===== src/rtl/pulse_sequencer_pkg.sv =====
// Shared definitions for the pulse sequencer.
// Holds the FSM state encoding, the fixed step-table depth and the default
// widths of the high/low length fields and of the repeat count.
package pulse_seq_defs;

  localparam int DEPTH      = 4;
  localparam int LEN_W_DFLT = 16;
  localparam int REP_W_DFLT = 8;

  typedef enum logic [1:0] {
    ST_IDLE = 2'd0,
    ST_LOAD = 2'd1,
    ST_RUN  = 2'd2,
    ST_DONE = 2'd3
  } state_t;

endpackage


===== src/rtl/pulse_sequencer_pulse.sv =====
// Free-running two-phase pulse generator.
// After a synchronous reset the output is low for length2+1 cycles, then high
// for length1+1 cycles, and repeats for as long as reset stays low.
// Ports:
//   clk     - clock, rising edge
//   reset   - synchronous, active-high; restarts at the beginning of the low phase
//   length1 - high phase length minus one
//   length2 - low phase length minus one
//   pulse   - registered waveform output
module pulse #(
  parameter int WIDTH = 17
) (
  input  logic             clk,
  input  logic             reset,
  input  logic [WIDTH-1:0] length1,
  input  logic [WIDTH-1:0] length2,
  output logic             pulse
);

  logic [WIDTH-1:0] r_cnt;
  logic             r_phase;

  always_ff @(posedge clk) begin
    if (reset) begin
      r_cnt   <= '0;
      r_phase <= 1'b0;
    end else if (!r_phase) begin
      if (r_cnt == length2) begin
        r_phase <= 1'b1;
        r_cnt   <= '0;
      end else begin
        r_cnt <= r_cnt + 1'b1;
      end
    end else begin
      if (r_cnt == length1) begin
        r_phase <= 1'b0;
        r_cnt   <= '0;
      end else begin
        r_cnt <= r_cnt + 1'b1;
      end
    end
  end

  assign pulse = r_phase;

endmodule


===== src/rtl/pulse_sequencer.sv =====
// Table-driven pulse sequencer.
// A four-entry step table holds (high length, low length, repeat count) per
// step. On start the sequencer walks steps 0..num_steps, running each step's
// waveform for max(rep,1) periods, with one LOAD gap cycle between steps.
// The waveform itself comes from a single pulse generator instance.
// Ports:
//   clk, reset          - clock and synchronous active-high reset
//   start, stop         - launch from step 0 / abort to idle (stop wins)
//   loop_en             - wrap to step 0 after the last step instead of finishing
//   num_steps           - index of the last step used
//   cfg_we, cfg_addr,
//   cfg_high, cfg_low,
//   cfg_rep             - table write port, honoured only in IDLE or DONE
//   pulse_out           - sequenced waveform
//   busy                - high in LOAD or RUN
//   done                - one-cycle strobe on entering DONE
//   step                - active table index (0 in IDLE, held in DONE)
//   period_tick         - strobe per completed high/low period
module pulse_sequencer
  import pulse_seq_defs::*;
#(
  parameter int LEN_W = LEN_W_DFLT,
  parameter int REP_W = REP_W_DFLT
) (
  input  logic             clk,
  input  logic             reset,
  input  logic             start,
  input  logic             stop,
  input  logic             loop_en,
  input  logic [1:0]       num_steps,
  input  logic             cfg_we,
  input  logic [1:0]       cfg_addr,
  input  logic [LEN_W-1:0] cfg_high,
  input  logic [LEN_W-1:0] cfg_low,
  input  logic [REP_W-1:0] cfg_rep,
  output logic             pulse_out,
  output logic             busy,
  output logic             done,
  output logic [1:0]       step,
  output logic             period_tick
);

  // Index of the tick that completes a step; a repeat count of zero behaves as one.
  function automatic logic [REP_W-1:0] last_rep(input logic [REP_W-1:0] rep);
    return (rep == '0) ? '0 : rep - 1'b1;
  endfunction

  state_t           r_state;
  logic [1:0]       r_idx;
  logic [REP_W-1:0] r_rep_cnt;
  logic [REP_W-1:0] r_rep;
  logic [LEN_W-1:0] r_high;
  logic [LEN_W-1:0] r_low;
  logic             r_pulse_q;
  logic             r_done;

  logic [LEN_W-1:0] r_tbl_high [DEPTH];
  logic [LEN_W-1:0] r_tbl_low  [DEPTH];
  logic [REP_W-1:0] r_tbl_rep  [DEPTH];

  logic             w_run;
  logic             w_idle_or_done;
  logic             w_pulse;
  logic             w_tick;
  logic             w_step_done;
  logic [1:0]       w_next_idx;

  assign w_run          = (r_state == ST_RUN);
  assign w_idle_or_done = (r_state == ST_IDLE) || (r_state == ST_DONE);
  // Falling edge of the generator output marks the end of one full period.
  assign w_tick         = w_run & r_pulse_q & ~w_pulse;
  assign w_step_done    = w_tick && (r_rep_cnt == last_rep(r_rep));
  assign w_next_idx     = (r_idx < num_steps) ? r_idx + 2'd1 : 2'd0;

  // Generator is held in reset outside RUN, so every step starts on a fresh low phase.
  pulse #(
    .WIDTH (LEN_W + 1)
  ) u_pulse (
    .clk     (clk),
    .reset   (!w_run),
    .length1 ({1'b0, r_high}),
    .length2 ({1'b0, r_low}),
    .pulse   (w_pulse)
  );

  always_ff @(posedge clk) begin
    if (reset) begin
      r_state   <= ST_IDLE;
      r_idx     <= 2'd0;
      r_rep_cnt <= '0;
      r_rep     <= '0;
      r_high    <= '0;
      r_low     <= '0;
      r_done    <= 1'b0;
    end else begin
      r_done <= 1'b0;
      if (stop) begin
        r_state <= ST_IDLE;
      end else begin
        case (r_state)
          ST_IDLE, ST_DONE: begin
            if (start) begin
              r_state   <= ST_LOAD;
              r_idx     <= 2'd0;
              r_rep_cnt <= '0;
              r_high    <= r_tbl_high[0];
              r_low     <= r_tbl_low[0];
              r_rep     <= r_tbl_rep[0];
            end
          end
          ST_LOAD: begin
            r_state <= ST_RUN;
          end
          ST_RUN: begin
            if (w_step_done) begin
              r_rep_cnt <= '0;
              if ((r_idx < num_steps) || loop_en) begin
                r_state <= ST_LOAD;
                r_idx   <= w_next_idx;
                r_high  <= r_tbl_high[w_next_idx];
                r_low   <= r_tbl_low[w_next_idx];
                r_rep   <= r_tbl_rep[w_next_idx];
              end else begin
                r_state <= ST_DONE;
                r_done  <= 1'b1;
              end
            end else if (w_tick) begin
              r_rep_cnt <= r_rep_cnt + 1'b1;
            end
          end
          default: r_state <= ST_IDLE;
        endcase
      end
    end
  end

  always_ff @(posedge clk) begin
    if (reset || !w_run) begin
      r_pulse_q <= 1'b0;
    end else begin
      r_pulse_q <= w_pulse;
    end
  end

  // Writes are dropped while busy; a write on the start edge lands after the
  // load has already sampled the old entry.
  always_ff @(posedge clk) begin
    if (reset) begin
      for (int i = 0; i < DEPTH; i++) begin
        r_tbl_high[i] <= '0;
        r_tbl_low[i]  <= '0;
        r_tbl_rep[i]  <= '0;
      end
    end else if (cfg_we && w_idle_or_done) begin
      r_tbl_high[cfg_addr] <= cfg_high;
      r_tbl_low[cfg_addr]  <= cfg_low;
      r_tbl_rep[cfg_addr]  <= cfg_rep;
    end
  end

  assign pulse_out   = w_pulse & w_run;
  assign busy        = (r_state == ST_LOAD) || w_run;
  assign done        = r_done;
  assign step        = (r_state == ST_IDLE) ? 2'd0 : r_idx;
  assign period_tick = w_tick;

endmodule


===== config.mk =====
export PLATFORM = sky130hd
export DESIGN_NAME = pulse_sequencer
export DESIGN_NICKNAME = d
export VERILOG_FILES = /design/src/rtl/pulse_sequencer_pkg.sv /design/src/rtl/pulse_sequencer_pulse.sv /design/src/rtl/pulse_sequencer.sv
export SDC_FILE = /design/constraint.sdc
export NUM_CORES = 1
export LEC_CHECK = 0
export ABC_AREA = 1
export BUFFER_PORTS_ARGS = -buffer_cell sky130_fd_sc_hd__buf_2
export CORE_MARGIN = 2
export CORE_UTILIZATION = 43
export CTS_BUF_LIST = sky130_fd_sc_hd__clkbuf_4 sky130_fd_sc_hd__clkbuf_8 sky130_fd_sc_hd__clkbuf_16
export DETAILED_ROUTE_END_ITERATION = 7
export SLEW_MARGIN = 20
export SYNTH_ARGS = -nofsm -noshare
export SYNTH_HDL_FRONTEND = slang
export SYNTH_HIERARCHICAL = 1
export SYNTH_SLANG_ARGS = --single-unit
export TNS_END_PERCENT = 100

===== constraint.sdc =====
create_clock -name clk -period 5.37 [get_ports clk]
set_input_delay 0.2685 -clock clk [delete_from_list [all_inputs] [get_ports clk]]
set_output_delay 0.2685 -clock clk [all_outputs]
set_load 0.02 [all_outputs]

==> results of run 1 <==
synth_stat cells, types with 2 or more instances:
| library cell | count | area, µm² |
|---|---|---|
| sky130_fd_sc_hd__nor2_1 | 253 | 949.7 |
| sky130_fd_sc_hd__nand2_1 | 198 | 743.2 |
| sky130_fd_sc_hd__edfxtp_1 | 160 | 4805 |
| sky130_fd_sc_hd__nand3_1 | 116 | 580.6 |
| sky130_fd_sc_hd__inv_1 | 97 | 364.1 |
| sky130_fd_sc_hd__a21oi_1 | 76 | 380.4 |
| sky130_fd_sc_hd__dfxtp_1 | 72 | 1441 |
| sky130_fd_sc_hd__o21ai_0 | 57 | 285.3 |
| sky130_fd_sc_hd__clkbuf_1 | 50 | 187.7 |
| sky130_fd_sc_hd__nor3_1 | 45 | 225.2 |
| sky130_fd_sc_hd__o211ai_1 | 23 | 172.7 |
| sky130_fd_sc_hd__xor2_1 | 19 | 166.4 |
| sky130_fd_sc_hd__a31oi_1 | 18 | 112.6 |
| sky130_fd_sc_hd__inv_2 | 11 | 41.29 |
| sky130_fd_sc_hd__buf_2 | 10 | 50.05 |
| sky130_fd_sc_hd__nand4_1 | 8 | 50.05 |
| sky130_fd_sc_hd__ha_1 | 7 | 87.58 |
| sky130_fd_sc_hd__xnor2_1 | 7 | 61.31 |
| sky130_fd_sc_hd__buf_4 | 6 | 45.04 |
| sky130_fd_sc_hd__buf_6 | 5 | 56.30 |
| sky130_fd_sc_hd__buf_1 | 3 | 11.26 |
| sky130_fd_sc_hd__nand2_2 | 3 | 18.77 |
| sky130_fd_sc_hd__nand2_4 | 3 | 33.78 |
| sky130_fd_sc_hd__nor2_2 | 3 | 18.77 |
| sky130_fd_sc_hd__o21ai_1 | 3 | 15.01 |
| sky130_fd_sc_hd__nand3_2 | 2 | 20.02 |
| sky130_fd_sc_hd__o21bai_1 | 2 | 15.01 |
| sky130_fd_sc_hd__o31ai_1 | 2 | 15.01 |
cell families after synthesis:
logic type / count (synthesis) / share of synthesized area, %
adders and majority gates: 7 / 0.7942
xor gates and xnor gates: 26 / 2.065
AOI/OAI and AO/OA: 183 / 9.180
and+or+nand+nor: 635 / 24.35
other: 1 / 0.03401
DFF: 232 / 56.64
buffers and inverters: 184 / 6.933
metal layers:
layer	track usage [%]	vias up	share of wire [%]
met5	0	-	0
met4	5.303	0	1.8
met3	3.030	30	6.7
met2	34.40	258	46
met1	31.33	4094	46
li1	-	4301	-
worst min path at each step:
| stage | from | to | slack (ns) | cells past startpoint |
|---|---|---|---|---|
| 6_report | stop | r_state[1] | 0.04 | 4 |
| 5_1_grt | stop | done | 0.05 | 4 |
| 4_1_cts | stop | r_state[1] | 0.02 | 4 |
| 3_5_place_dp | r_low[7] | r_low[7] | 0.46 | 2 |
| 3_3_place_gp | r_low[7] | r_low[7] | 0.46 | 2 |
| 2_1_floorplan | reset | r_state[0] | 0.44 | 3 |
where the power goes:
group          internal, µW  total (µW)  switching, µW
Sequential             2000        2050           50.1
Clock                  1120        1840            727
Combinational           129         446            317
Total                  3250        4340           1090
cell usage in the layout (no fill, tap or decap), types with 2 or more instances in the layout:
cell type / n
sky130_fd_sc_hd__a21oi_1: 76
sky130_fd_sc_hd__a31oi_1: 18
sky130_fd_sc_hd__buf_2: 55
sky130_fd_sc_hd__buf_4: 15
sky130_fd_sc_hd__bufinv_16: 2
sky130_fd_sc_hd__clkbuf_16: 26
sky130_fd_sc_hd__clkbuf_4: 10
sky130_fd_sc_hd__clkbuf_8: 5
sky130_fd_sc_hd__clkinv_1: 2
sky130_fd_sc_hd__clkinv_2: 3
sky130_fd_sc_hd__conb_1: 3
sky130_fd_sc_hd__dfxtp_1: 71
sky130_fd_sc_hd__edfxtp_1: 160
sky130_fd_sc_hd__ha_1: 6
sky130_fd_sc_hd__inv_1: 96
sky130_fd_sc_hd__inv_2: 12
sky130_fd_sc_hd__nand2_1: 196
sky130_fd_sc_hd__nand2_2: 3
sky130_fd_sc_hd__nand2_4: 5
sky130_fd_sc_hd__nand3_1: 115
sky130_fd_sc_hd__nand3_2: 3
sky130_fd_sc_hd__nand4_1: 8
sky130_fd_sc_hd__nor2_1: 253
sky130_fd_sc_hd__nor2_2: 3
sky130_fd_sc_hd__nor3_1: 45
sky130_fd_sc_hd__o211ai_1: 23
sky130_fd_sc_hd__o21ai_0: 56
sky130_fd_sc_hd__o21ai_1: 3
sky130_fd_sc_hd__o21bai_1: 2
sky130_fd_sc_hd__xnor2_1: 7
sky130_fd_sc_hd__xor2_1: 19
worst max-delay path: stages, from the launching register on:
cell and delay (ns):
sky130_fd_sc_hd__dfxtp_2 0.98, sky130_fd_sc_hd__ha_1 0.39, sky130_fd_sc_hd__nand2_1 0.12, sky130_fd_sc_hd__nand3_1 0.09, sky130_fd_sc_hd__buf_4 0.25, sky130_fd_sc_hd__inv_1 0.12
sky130_fd_sc_hd__nand2_1 0.08, sky130_fd_sc_hd__nand2_1 0.25, sky130_fd_sc_hd__buf_4 0.41, sky130_fd_sc_hd__nor2_1 0.07, sky130_fd_sc_hd__a31oi_1 0.15, sky130_fd_sc_hd__nand3_1 0.09
sky130_fd_sc_hd__a21oi_1 0.20
cell type report:
type | count | share of cell area, %
sequential | 232 | 50.17
multi-input combinational | 854 | 32.69
clock buffer | 41 | 6.380
tap | 330 | 3.316
timing repair buffer | 72 | 3.285
inverter | 109 | 3.285
clock inverter | 7 | 0.8741
flip-flops by register name, summed over array words and instances, names as in the netlist:
signal         flops
done               1
r_high            16
r_idx              2
r_low             16
r_pulse_q          1
r_rep              8
r_rep_cnt          8
r_state            2
r_tbl_high        64
r_tbl_low         64
r_tbl_rep         32
u_pulse/pulse      1
u_pulse/r_cnt     17
timing repair:
| action | in CTS | in global routing |
|---|---|---|
| buffers inserted | 0 | 0 |
| hold buffers | 1 | 0 |
| endpoints found under the hold margin | 1 | 0 |
through the flow:
step	util (%)	worst slack [ns]	hold WS [ns]	instances	total power, µW
2_1_floorplan	-	0.9002	0.4355	1270	2387
3_3_place_gp	45.74	2.256	0.4588	1595	2525
3_5_place_dp	45.74	2.154	0.4556	1595	2533
5_1_grt	49.45	1.843	0.05387	1645	4509
6_report	49.45	2.085	0.03810	1645	4341
4_1_cts	49.37	2.120	0.02214	1644	4366
==> results.json, run 1 <==
{
  "finalHoldViolations": 0,
  "cellLeakagePower_uw": 0.005008,
  "syn-mean-instance-area_um2": 8.696,
  "rows": 58,
  "boundaryPins": 56,
  "insertion_delay_ns": 0.55,
  "timing.hold.worst.class": "in2reg",
  "global_route.usage.total_pct": 21.66,
  "routed-via-count": 8683,
  "nNetsFinal": 1352,
  "first_global_vias": 8232,
  "total_wire_length_um": 28540,
  "yosysWarningCount": 6,
  "layout_cell_share_with_drive_strength_beyond_1_pct": 11.63,
  "firstDrtPassIters": 5,
  "postSynth.topFlopCell": "sky130_fd_sc_hd__edfxtp_1",
  "gp_congestion": 0.8433,
  "dp.final_hpwl_um": 17090,
  "dieHeight_um": 164.1,
  "place_area_um2": 11520,
  "fraction_of_the_cycle_the_final_worst_path_needs_pct": 61.17,
  "final.min_clock_period_ns": 3.285,
  "routedWlPerCell_um": 17.35,
  "critical_path_peak_fanout": 43,
  "worst_case_clock_skew_ns": 0.02581,
  "num_antenna_cells": 0,
  "finalSetupTns_ns": 0,
  "fmax_mhz": 304.5,
  "grt_max_degree": 81,
  "regToRegStartpoint": "r_idx[1]",
  "synth.yosys.seq_area_share_pct": 56.64,
  "postSynth.asyncResetShare_pct": 0,
  "cp.arrival_ns": 3.74,
  "htreeDepth": 1,
  "area_occupied_by_multi_input_gates_um2": 4071,
  "max-vdd-ir-drop_mv": 0.2461,
  "r2r-end": "r_high[11]",
  "fp.dieArea_um2": 26940,
  "slew_headroom_pct": 32.21,
  "tritoncts": "built",
  "nFillCells": 2393,
  "post_synth_num_cell_types": 37,
  "layout.area.seq_um2": 6247,
  "drt_first_iter_violations": 823,
  "worst_setup_path_endpoint": "r_high[11]",
  "setup.worst_path.start": "r_idx[1]",
  "rsz0062_at_grt": "no",
  "worst_setup_path_start_kind": "flop",
  "initial_core_util_pct": 43.79,
  "outcome": "completed",
  "wire_length_of_the_first_global_routing_pass_um": 45310,
  "numClockSinks": 232,
  "syn-cell-area_um2": 11030,
  "drc_errors": 0,
  "max_cap_viol_count": 0,
  "cts.path.max_buffers": 3,
  "worst_slew_pin_slew_ns": 1.017,
  "synthesis.instances": 1268,
  "finalInstanceArea_um2": 12450,
  "clk_pin_slew_worst_paths_ns": 0.06,
  "antenna_found_initial": 0,
  "power_density_nw_per_um2": 348.6,
  "port_buffers": 55,
  "post_route_ant_nets": 0,
  "ffs_latches_synth": 232,
  "syn2layout_area_growth_pct": 12.94,
  "cts_made_buffers": 26,
  "global_route.overflow_total": 0,
  "timing.setup.critical_path_class": "reg2reg",
  "worstRegToRegCells": 12,
  "slew_violations": 0,
  "detail_route.vias_per_cell": 5.278,
  "clockRootBuffer": "sky130_fd_sc_hd__clkbuf_16",
  "core_region_area_um2": 25180,
  "die_width_um": 164.1,
  "synth-edff-count": 160,
  "finalSetupViolCount": 0,
  "end_kind": "flop",
  "post_cts_resize_count": 0,
  "regToRegSetupSlack_ns": 2.09,
  "cp.required_ns": 5.83
}
Note: power is estimated with default switching activity, not from simulation.
==> run 2: changes to the inputs <==
clock period = 3 ns   (was 5.37 ns; I/O delays follow)
==> run 2 against run 1 <==
Against the previous run:
- utilization up 2.7 points
- largest power group is now clock
- cell area up 5.4%
- first-iteration DRC count down 15%
==> results.json, run 2 (synthesis gave the netlist of run 1 again) <==
{
  "regToRegStartpoint": "r_idx[1]",
  "firstDrtPassIters": 8,
  "port_buffers": 55,
  "layout_cell_share_with_drive_strength_beyond_1_pct": 11.36,
  "total_wire_length_um": 28600,
  "grtUsageMet2_pct": 35.07,
  "cellLeakagePower_uw": 0.005283,
  "cellInternalPower_uw": 6261,
  "outcome": "completed",
  "critical_path_peak_fanout": 30,
  "cts_hold_buffers": 43,
  "r2r-end": "r_low[9]",
  "clockRootBuffer": "sky130_fd_sc_hd__clkbuf_16",
  "insertion_delay_ns": 0.57,
  "globalRouteMet3Util_pct": 2.828,
  "worst_setup_path_endpoint": "r_low[9]",
  "worst_case_clock_skew_ns": 0.03368,
  "worst_setup_path_start_kind": "flop",
  "layout.area.seq_um2": 6247,
  "fraction_of_the_cycle_the_final_worst_path_needs_pct": 82.34,
  "drc_errors": 0,
  "cp.required_ns": 3.47,
  "cts_made_buffers": 28,
  "dp.final_hpwl_um": 16720,
  "combPwrFrac_pct": 10.5,
  "layout.cells.most_common_list": "sky130_fd_sc_hd__nor2_1 (253), sky130_fd_sc_hd__nand2_1 (196), sky130_fd_sc_hd__edfxtp_1 (160), sky130_fd_sc_hd__nand3_1 (115), sky130_fd_sc_hd__inv_1 (96)",
  "nFillCells": 2316,
  "regToRegSetupSlack_ns": 0.53,
  "pwr-share-clk_pct": 45.4,
  "final.min_clock_period_ns": 2.470,
  "nNetsFinal": 1399,
  "slew_violations": 0,
  "cp.arrival_ns": 2.95,
  "htreeDepth": 1,
  "num_antenna_cells": 0,
  "worst_hold_slack_after_final_layout_ns": 0.02968,
  "rows": 58,
  "initial_core_util_pct": 43.79,
  "routed-via-count": 8857,
  "cts.path.max_buffers": 3,
  "global_route.overflow_total": 0,
  "area_occupied_by_multi_input_gates_um2": 4061,
  "detail_route.vias_per_cell": 5.228,
  "cts_setup_buffers": 0,
  "routedWlPerCell_um": 16.88,
  "die_width_um": 164.1,
  "max-vdd-ir-drop_mv": 0.4570,
  "tritoncts": "built",
  "first_global_vias": 8488,
  "grt_use_met1_pct": 30.00,
  "seq_power_share_pct": 44.1,
  "dieHeight_um": 164.1,
  "gp_congestion": 0.8560,
  "setup.worst_path.start": "r_idx[1]",
  "post_route_ant_nets": 0,
  "rsz0062_at_grt": "no",
  "layout_top_registers": "r_tbl_high x64, r_tbl_low x64, r_tbl_rep x32",
  "core_region_area_um2": 25180,
  "grt_max_degree": 81,
  "end_kind": "flop",
  "fmax_mhz": 404.8,
  "wire_length_of_the_first_global_routing_pass_um": 45390,
  "grt.busiest_layer": "met2",
  "power_density_nw_per_um2": 630.7,
  "slew_headroom_pct": 36.80,
  "finalSetupTns_ns": 0,
  "global_route.usage.total_pct": 21.43,
  "numClockSinks": 232,
  "finalSetupViolCount": 0,
  "finalHoldViolations": 0,
  "max_cap_viol_count": 0,
  "post_cts_resize_count": 0,
  "clk_pin_slew_worst_paths_ns": 0.06,
  "antenna_found_initial": 0,
  "drt_first_iter_violations": 699,
  "layout_commonest_cell": "sky130_fd_sc_hd__nor2_1",
  "worstRegToRegCells": 11,
  "switching_share_pct": 24.35,
  "boundaryPins": 56,
  "timing.hold.worst.class": "in2reg",
  "fp.dieArea_um2": 26940,
  "syn2layout_area_growth_pct": 18.99,
  "switching_power_uw": 2015,
  "timing.setup.critical_path_class": "reg2reg",
  "worst_slew_pin_slew_ns": 0.9479
}
## run 2: cell count changes in the layout (fill, tap and decap cells not counted), sizes merged
| cell | delta |
|---|---|
| clkinv | +6 |
| buf | +3 |
| clkbuf | -6 |
| bufinv | +4 |
| dlygate4sd3 | +42 |
## run 2: through the flow
stage                     power, µW  instances  worst slack [ns]  util (%)  cell area, µm²
after floorplan                4270       1270           0.07912         -           11050
after global placement         4534       1599            0.6459     46.21           11640
after detailed placement       4544       1599            0.5700     46.21           11640
after CTS                      8324       1694            0.5477     52.11           13120
after global routing           8556       1694            0.2357     52.11           13120
final                          8276       1694            0.5297     52.11           13120
## run 2: critical path: stages (launching register included)
cell,delay [ns]
sky130_fd_sc_hd__dfxtp_2,0.34
sky130_fd_sc_hd__ha_1,0.27
sky130_fd_sc_hd__nand2_1,0.12
sky130_fd_sc_hd__nand3_2,0.12
sky130_fd_sc_hd__inv_2,0.24
sky130_fd_sc_hd__buf_4,0.43
sky130_fd_sc_hd__nand3_1,0.12
sky130_fd_sc_hd__o211ai_1,0.12
sky130_fd_sc_hd__o21ai_0,0.27
sky130_fd_sc_hd__nand3_1,0.17
sky130_fd_sc_hd__nand2_1,0.09
sky130_fd_sc_hd__nor2_1,0.09
## run 2: routing by layer
metal  vias up  wire (µm)
li1       4393          -
met1      4169      13150
met2       248      13000
met3        47       1754
met4         0        698
met5         -          0
## run 2: power by group through the flow
| stage | logic, µW | registers, µW | clock network, µW |
|---|---|---|---|
| floorplan | 573 | 3700 | 0 |
| global placement | 820 | 3710 | 0 |
| detailed placement | 828 | 3720 | 0 |
| CTS | 874 | 3650 | 3800 |
| global route | 975 | 3660 | 3920 |
| finish | 873 | 3650 | 3750 |
## run 2: worst min path at each step
stage,startpoint,end,slack (ns),depth (start not counted)
after floorplan,reset,r_state[0],0.32,3
after CTS,start,r_state[0],0.01,6
after detailed placement,loop_en,done,0.46,4
after global placement,r_rep[0],r_rep[0],0.46,2
final,start,r_state[1],0.03,6
after global routing,start,r_state[1],0.05,6
## run 2: cell type report
class	count	share of cell area, %
inverter	109	3.118
sequential	232	47.61
multi-input combinational	854	30.95
clock inverter	17	1.983
tap	330	3.147
clock buffer	35	6.055
timing repair buffer	117	7.133
==> run 3: changes to the inputs <==
clock period = 2.13 ns   (was 3 ns; I/O delays follow)
==> run 3 against run 2 <==
Against the previous run:
- global-route usage is 1.1 points higher
- wire length grew 3.9%
- utilization is 2.0 points higher
- setup slack got worse by 0.45 ns
- critical endpoint is now r_rep[1]
- worst hold slack better by 0.22 ns
- register-to-register slack got worse by 0.45 ns
- largest power group is now sequential cells
- critical path depth rose by 1
==> results.json, run 3 (synthesis gave the netlist of run 1 again) <==
{
  "outcome": "completed",
  "cts.path.max_buffers": 3,
  "boundaryPins": 56,
  "die_width_um": 164.1,
  "worstRegToRegCells": 12,
  "cp.required_ns": 2.54,
  "finalSetupTns_ns": 0,
  "syn2layout_area_growth_pct": 23.53,
  "fraction_of_the_cycle_the_final_worst_path_needs_pct": 96.38,
  "drt_first_iter_violations": 721,
  "regToRegStartpoint": "r_idx[1]",
  "critical_path.cell_chain": "ha_1, nand2_2, nand3_4, inv_2, nand2_1, nand2_4, buf_12, buf_4, o21ai_1, nand3_1, nand2_1, nor2_1",
  "critical_path.slowest_cell": "sky130_fd_sc_hd__dfxtp_2",
  "post_route_ant_nets": 0,
  "nNetsFinal": 1442,
  "finalHoldViolations": 0,
  "firstDrtPassIters": 5,
  "crit_top_cell": "sky130_fd_sc_hd__nand2_1",
  "rows": 58,
  "dieHeight_um": 164.1,
  "global_route.usage.total_pct": 22.58,
  "max_cap_viol_count": 0,
  "gp_congestion": 0.8505,
  "end_kind": "flop",
  "num_antenna_cells": 0,
  "layout_commonest_cell": "sky130_fd_sc_hd__nor2_1",
  "finalSetupViolCount": 0,
  "layout_cell_share_with_drive_strength_beyond_1_pct": 15.66,
  "antenna_found_initial": 0,
  "place_area_um2": 11960,
  "power_density_nw_per_um2": 813.2,
  "first_global_vias": 8930,
  "place_worst_setup_slack_ns": -0.06534,
  "fp.dieArea_um2": 26940,
  "routed-via-count": 9046,
  "hold_path_end": "r_tbl_rep[1][4]",
  "nFillCells": 2287,
  "htreeDepth": 1,
  "global_route.overflow_total": 0,
  "routedWlPerCell_um": 17.13,
  "rsz0062_at_grt": "yes",
  "fmax_mhz": 487.1,
  "min_delay_path_depth": 4,
  "detail_route.vias_per_cell": 5.214,
  "final.min_clock_period_ns": 2.053,
  "core_region_area_um2": 25180,
  "initial_core_util_pct": 43.79,
  "worst_hold_startpoint": "cfg_addr[0]",
  "worst_case_clock_skew_ns": 0.01020,
  "cts_made_buffers": 27,
  "dp.final_hpwl_um": 18170,
  "clockRootBuffer": "sky130_fd_sc_hd__clkbuf_16",
  "drc_errors": 0,
  "worst_setup_path_start_kind": "flop",
  "tritoncts": "built",
  "numClockSinks": 232,
  "clk_pin_slew_worst_paths_ns": 0.06,
  "cp.arrival_ns": 2.47,
  "timing.hold.worst.class": "in2reg",
  "layout_top_registers": "r_tbl_high x64, r_tbl_low x64, r_tbl_rep x32",
  "grt_max_degree": 81,
  "worst_hold_slack_after_final_layout_ns": 0.2527,
  "wire_length_of_the_first_global_routing_pass_um": 47820,
  "insertion_delay_ns": 0.53,
  "p_total_uw": 11080,
  "timing.setup.critical_path_class": "reg2reg",
  "slew_violations": 0,
  "max-vdd-ir-drop_mv": 0.6784,
  "layout.cells.most_common_list": "sky130_fd_sc_hd__nor2_1 (250), sky130_fd_sc_hd__nand2_1 (190), sky130_fd_sc_hd__edfxtp_1 (160), sky130_fd_sc_hd__nand3_1 (114), sky130_fd_sc_hd__inv_1 (91)",
  "finalInstanceArea_um2": 13620,
  "regToRegSetupSlack_ns": 0.08,
  "critical_path.max_stage_delay_ns": 0.34,
  "layout_setup_ws_ns": 0.07710,
  "total_wire_length_um": 29720,
  "port_buffers": 55,
  "critical_path_peak_fanout": 8,
  "r2r-end": "r_rep[1]",
  "cellLeakagePower_uw": 0.005498
}
[run 3: changes by cell type in the layout (fill, tap and decap cells not counted), moves of 6 or more]
cell,before,now
sky130_fd_sc_hd__buf_12,7,14
sky130_fd_sc_hd__buf_4,12,35
sky130_fd_sc_hd__nand2_1,196,190
sky130_fd_sc_hd__o21ai_0,56,43
sky130_fd_sc_hd__o21ai_1,3,16
[run 3: through the flow]
step                util [%]  cells
global placement       47.51   1628
detailed placement     47.51   1628
finish                 54.09   1735
floorplan                  -   1270
global route           54.09   1735
CTS                    53.19   1726
[run 3: worst max-delay path, delay by kind of cell, from the launching register on]
kind                     cells  cell delay, ns
AO/OA/AOI/OAI                1            0.30
adder cells (fa/ha/maj)      1            0.29
buffers and inverters        3            0.37
flip-flops                   1            0.34
AND/OR/NAND/NOR              7            0.65
[run 3: layer usage]
layer / wire length [µm] / track usage, % / vias up / part of all wire [%]
met3: 1619 / 3.460 / 32 / 5.4
met2: 13900 / 36.78 / 228 / 47
met5: 0 / 0 / - / 0
met1: 13730 / 31.90 / 4296 / 46
li1: - / - / 4490 / -
met4: 466 / 5.024 / 0 / 1.6
[run 3: power by group]
group          internal, µW  switching [µW]  total (µW)
sequential             5050            94.1        5140
clock                  2700            1850        4550
combinational           498             887        1390
total                  8240            2830       11100
[run 3: timing repair]
item,CTS,global route
hold buffers,45,0
buffers inserted,1,7
cloned,3,2
endpoints found under the hold margin,138,0
resized for setup,8,47
setup endpoints to repair,28,51
pin swaps,1,11
[run 3: final cells by class]
| cell class | count | area [µm²] | area share (%) |
|---|---|---|---|
| inverter | 109 | 411.6 | 3.022 |
| multi-input combinational | 856 | 4240 | 31.13 |
| timing repair buffer | 159 | 1435 | 10.54 |
| tap | 330 | 412.9 | 3.031 |
| sequential | 232 | 6252 | 45.90 |
| clock inverter | 20 | 178.9 | 1.313 |
| clock buffer | 29 | 690.7 | 5.070 |
[run 3: worst max path at each step]
stage	from	end	depth (start not counted)
final	r_idx[1]	r_rep[1]	12
after global routing	r_rep[0]	r_high[11]	16
after CTS	r_rep[0]	r_high[9]	15
after detailed placement	r_idx[1]	r_high[3]	12
after global placement	r_idx[1]	r_high[3]	12
after floorplan	r_state[1]	r_tbl_high[3][0]	5
